==> src/rtl/uart_baud_gen.sv <==
// Fractional baud-rate generator: oversample tick, 1x bit tick and legacy baud clock,
// with a shadowed divisor that only takes effect at a period boundary.
module uart_baud_gen #(
  parameter int DIV_W  = 16,
  parameter int FRAC_W = 4,
  parameter int OVS    = 16
) (
  input  logic              CLK,
  input  logic              RST_N,
  input  logic              EN,
  input  logic [DIV_W-1:0]  DIVISOR,
  input  logic [FRAC_W-1:0] DIV_FRAC,
  input  logic              DIV_LOAD,
  input  logic              SYNC,
  output logic              X_TICK,
  output logic              BAUD_TICK,
  output logic              BAUDOUT_CLK,
  output logic              DIV_PEND
);

  localparam int OVS_W = $clog2(OVS);
  localparam logic [OVS_W-1:0] OVS_LAST = OVS_W'(OVS - 1);
  localparam logic [OVS_W-1:0] OVS_ONE  = OVS_W'(1);
  localparam logic [DIV_W-1:0] DIV_ONE  = DIV_W'(1);

  logic [DIV_W-1:0]  div_act, div_sh, cnt;
  logic [FRAC_W-1:0] frac_act, frac_sh, acc;
  logic [OVS_W-1:0]  ovs_cnt;
  logic              pend;
  logic              x_tick, baud_tick, baudout_clk;

  logic              running, terminal, baud_hi;
  logic [DIV_W-1:0]  div_new, div_stop, reload;
  logic [FRAC_W-1:0] frac_new;
  logic [FRAC_W:0]   acc_sum;

  function automatic logic [DIV_W-1:0] dec_sat(input logic [DIV_W-1:0] v);
    return (v == '0) ? '0 : v - DIV_ONE;
  endfunction

  assign running  = EN && (div_act != '0);
  assign terminal = running && !SYNC && (cnt == '0);
  assign div_stop = DIV_LOAD ? DIVISOR : div_act;

  // Divisor in effect after a boundary: a same-cycle load beats a waiting shadow.
  always_comb begin
    // NOTE: every always_comb output gets a default first so no latch is inferred.
    div_new  = div_act;
    frac_new = frac_act;
    reload   = '0;
    if (DIV_LOAD) begin
      div_new  = DIVISOR;
      frac_new = DIV_FRAC;
    end else if (pend) begin
      div_new  = div_sh;
      frac_new = frac_sh;
    end
    acc_sum = {1'b0, acc} + {1'b0, frac_new};
    if (div_new != '0)
      reload = div_new - DIV_ONE + DIV_W'(acc_sum[FRAC_W]);
  end

  // A boundary that loads divisor 0 must not leave the baud clock high for a cycle.
  assign baud_hi = running && !(terminal && (div_new == '0)) && (cnt >= (div_act >> 1));

  always_ff @(posedge CLK or negedge RST_N) begin
    if (!RST_N) begin
      div_act     <= '0;
      frac_act    <= '0;
      div_sh      <= '0;
      frac_sh     <= '0;
      cnt         <= '0;
      acc         <= '0;
      ovs_cnt     <= '0;
      pend        <= 1'b0;
      x_tick      <= 1'b0;
      baud_tick   <= 1'b0;
      baudout_clk <= 1'b0;
    end else begin
      // NOTE: non-blocking assignments so every register samples pre-edge values.
      x_tick      <= 1'b0;
      baud_tick   <= 1'b0;
      baudout_clk <= baud_hi;
      if (!running) begin
        if (DIV_LOAD) begin
          div_act  <= DIVISOR;
          frac_act <= DIV_FRAC;
          pend     <= 1'b0;
        end
        cnt     <= dec_sat(div_stop);
        acc     <= '0;
        ovs_cnt <= '0;
      end else if (SYNC || (cnt != '0)) begin
        if (SYNC) begin
          cnt     <= dec_sat(div_act);
          acc     <= '0;
          ovs_cnt <= '0;
        end else begin
          cnt <= cnt - DIV_ONE;
        end
        if (DIV_LOAD) begin
          div_sh  <= DIVISOR;
          frac_sh <= DIV_FRAC;
          pend    <= 1'b1;
        end
      end else begin
        div_act  <= div_new;
        frac_act <= frac_new;
        pend     <= 1'b0;
        acc      <= acc_sum[FRAC_W-1:0];
        cnt      <= reload;
        if (div_new != '0) begin
          x_tick    <= 1'b1;
          baud_tick <= (ovs_cnt == OVS_LAST);
          ovs_cnt   <= ovs_cnt + OVS_ONE;
        end
      end
    end
  end

  assign X_TICK      = x_tick;
  assign BAUD_TICK   = baud_tick;
  assign BAUDOUT_CLK = baudout_clk;
  assign DIV_PEND    = pend;

endmodule

==> config.mk <==
export PLATFORM = sky130hd
export DESIGN_NAME = uart_baud_gen
export DESIGN_NICKNAME = d
export VERILOG_FILES = /design/src/rtl/uart_baud_gen.sv
export SDC_FILE = /design/constraint.sdc
export NUM_CORES = 1
export LEC_CHECK = 0
export BUFFER_PORTS_ARGS = -buffer_cell sky130_fd_sc_hd__clkbuf_2
export CAP_MARGIN = 25
export CORE_ASPECT_RATIO = 1.5
export CORE_MARGIN = 1.5
export CORE_UTILIZATION = 35
export CTS_BUF_LIST = sky130_fd_sc_hd__clkbuf_16
export DETAILED_ROUTE_END_ITERATION = 10
export SLEW_MARGIN = 20
export SYNTH_ARGS = -nofsm -noshare
export SYNTH_HDL_FRONTEND = slang
export SYNTH_SLANG_ARGS = --single-unit
==> constraint.sdc <==
create_clock -name CLK -period 6.6 [get_ports CLK]
set_clock_uncertainty 0.2 [all_clocks]
set_input_delay 0 -clock CLK [delete_from_list [all_inputs] [get_ports CLK]]
set_output_delay 0 -clock CLK [all_outputs]
set_load 0.02 [all_outputs]
==> flow_summary.ini <==
[clocking]
cts_tree = done
cts_buffers = 9
clkTransAtPathRegs_ps = 60
h-tree-depth = 3
cts-root-buf = clkbuf_16
postCtsSetupBuffers = 0
cts_sinks = 68
clkLatencyLatePin_ps = 340
clock_path_buffers = 2

[timing]
hold_violations = 0
fin_ws_ps = 2440
rsz0062_at_grt = false
finalCritPeriodShare_pct = 63.0
finalSetupTns_ps = 0
maxSlewHeadroom_pct = 39.1
min_period_ps = 4160
setup_viol = 0
worst_slew_pin_slew_ps = 913
fmax_mhz = 241
drv_slew = 0

[worst_setup_path]
criticalPathCategory = reg -> reg
crit_fanout = 28
crit_required_ps = 6620
crit_arrival_ps = 4180
reg2reg_slack_ps = 2440
worstReg2RegStart = div_act[1]
slowest_stage = o21ai_4
endpoint_kind = flip-flop
critPathTopFamily = simple AND/OR/NAND/NOR gates
critPathMaxStageDelay_ps = 740
cp_cell_sequence = inv_1 > ha_1 > or3b_1 > or4_1 > o21ai_4 > nor2_2 > nand2_2 > mux2_1
rr_endpoint = div_sh[5]
critPathBufInv = 1
start_kind = flip-flop
rr_worst_depth = 8

[yosys]
ys_async_sr_fraction_pct = 100
yosys_warnings = 0
synth_cells = 595
syn_area_sq_mm = 0.00552
synthMuxAreaShare_pct = 11.6
synth_top_family_by_area = compound AO/OA/AOI/OAI gates
synth_ff_type = dfrtp_1
synth_edf_count = 0
synth_cell_types = 78
synthSimpleGateAreaFrac_pct = 17.9
syn_nets = 646
ys_seq_elements = 68
seq_area_frac_synth_pct = 30.8
synth-compound-area-share_pct = 20.1
synth_xor_area_share_pct = 7.93
avgSynthCellArea_sq_um = 9.28
synthAdderAreaFrac_pct = 6.03

[global_routing]
grt_pass1_wl_um = 27200
track_usage_pct = 21.1
grt_pass1_vias = 5155
grt_antenna_before_repair = 0
overflow = 0
grt_max_degree = 77

[routing]
via_per_inst = 5.80
drt_iter0_markers = 454
drc = 0
routed_wl_um = 16600
num_vias = 4845
wl_per_cell_um = 19.9
ant_nets = 0
drt-pass1-iter-count = 5

[min_path]
worst_hold_path_type = in -> reg
holdPathStages = 3
worstHoldStart = EN
min_to = acc[3]

[die]
die-area_sq_mm = 0.0165
core-area_sq_mm = 0.0156
rows = 56
die_y_um = 157
ios = 29
dieWidth_um = 106
initial_utilization_pct = 35.5

[cells_and_area]
fin_nets = 678
drive_above_1_share_pct = 13.3
layout_common_cells = dfrtp_1, nand2_1, xnor2_1, nor2_1
n_antenna_cell = 0
area_growth_pct = 14.0
nFillCells = 1546
multi_input_comb_area_sq_mm = 0.00350
seqCellArea_sq_mm = 0.00170
mostFrequentLayoutCell = dfrtp_1

[placed_design]
port_buffers = 28
place_hpwl_um = 12100
pre_cts_ws_ps = 2470
routabilityCongestion = 0.966

[pwr]
leakage_nw = 2.60
power.density_mw_per_mm2 = 233
peakVddDrop_uv = 181

[job]
max_cap_viol_count = 0

[run_status]
status = finished, final reports clean
synth_stat cells, types with 9 or more instances:
library cell / count / area share, %
a21oi_1: 27 / 2.4
a22oi_1: 9 / 1.2
buf_2: 10 / 0.91
clkbuf_1: 13 / 0.88
dfrtp_1: 68 / 31
ha_1: 25 / 5.7
inv_1: 27 / 1.8
mux2_1: 23 / 4.7
mux2_2: 9 / 1.8
mux2i_1: 25 / 4.5
nand2_1: 44 / 3.0
nand3_1: 11 / 1.0
nor2_1: 29 / 2.0
nor3_1: 13 / 1.2
nor4_1: 11 / 1.2
o211ai_1: 9 / 1.2
o21a_1: 9 / 1.2
o21ai_0: 27 / 2.4
o22ai_1: 15 / 1.7
xnor2_1: 32 / 5.1
xor2_1: 18 / 2.9
per-stage QoR:
stage	util, %	power [mW]	area [sq um]	hold WS (ps)	cells
6_report	40.5	1.47	6290	9.73	835
5_1_grt	40.5	1.54	6290	59.2	835
4_1_cts	40.5	1.47	6290	25.8	835
3_5_place_dp	36.9	0.893	5740	50.6	798
3_3_place_gp	36.9	0.883	5740	35.7	798
2_1_floorplan	-	0.784	5520	-496	595
flip-flops by register name, indices dropped and copies added (netlist names):
| name | cells |
|---|---|
| BAUDOUT_CLK | 1 |
| div_sh | 16 |
| acc | 4 |
| DIV_PEND | 1 |
| frac_act | 4 |
| BAUD_TICK | 1 |
| frac_sh | 4 |
| X_TICK | 1 |
| ovs_cnt | 4 |
| div_act | 16 |
| cnt | 16 |
cell type report:
class	count	area share, %
clock buffer	9	3.58
clock inverter	7	1.83
inverter	28	1.67
multi-input combinational	466	55.7
sequential	68	27.0
tap	203	4.04
timing repair buffer	54	6.16
power breakdown:
group	total, mW	leakage (nW)	internal, mW	switching (mW)
Combinational	0.377	1.63	0.161	0.216
Sequential	0.528	0.805	0.465	0.0638
Clock	0.560	0.163	0.368	0.192
how the worst max path moves through the flow:
stage,startpoint,to,slack (ps),cells after the start
2_1_floorplan,DIV_PEND,cnt[12],3100,14
3_3_place_gp,div_act[0],div_sh[13],2620,8
3_5_place_dp,div_act[1],div_sh[5],2470,8
4_1_cts,div_act[1],div_sh[5],2460,8
5_1_grt,div_act[0],div_sh[5],2200,8
6_report,div_act[1],div_sh[5],2440,8
metal layers:
layer / part of all wire, % / GRT usage [%] / up-vias
met5: 0 / 0 / -
met2: 50 / 37.1 / 163
met4: 4.8 / 12.2 / 0
met1: 41 / 24.5 / 2354
met3: 4.1 / 2.50 / 50
li1: - / - / 2278
logic make-up (layout without fill, tap and decap cells):
kind of cell,Yosys count,count (layout)
AND/OR/NAND/NOR,172,172
flip-flops,68,68
multiplexers,59,59
AO/OA/AOI/OAI,159,159
XOR/XNOR,50,50
adder cells (fa/ha/maj),26,26
buffers and inverters,61,98
tightest hold or removal path, stage by stage:
cell and delay [ps]:
clkbuf_2 120, o21ai_4 300, a21oi_1 80
timing repair:
action | in CTS | in global routing
endpoints found under the hold margin | 107 | 0
hold buffers | 21 | 0
gates resized for setup | 0 | 0
Power figures use the tool's default switching activity.
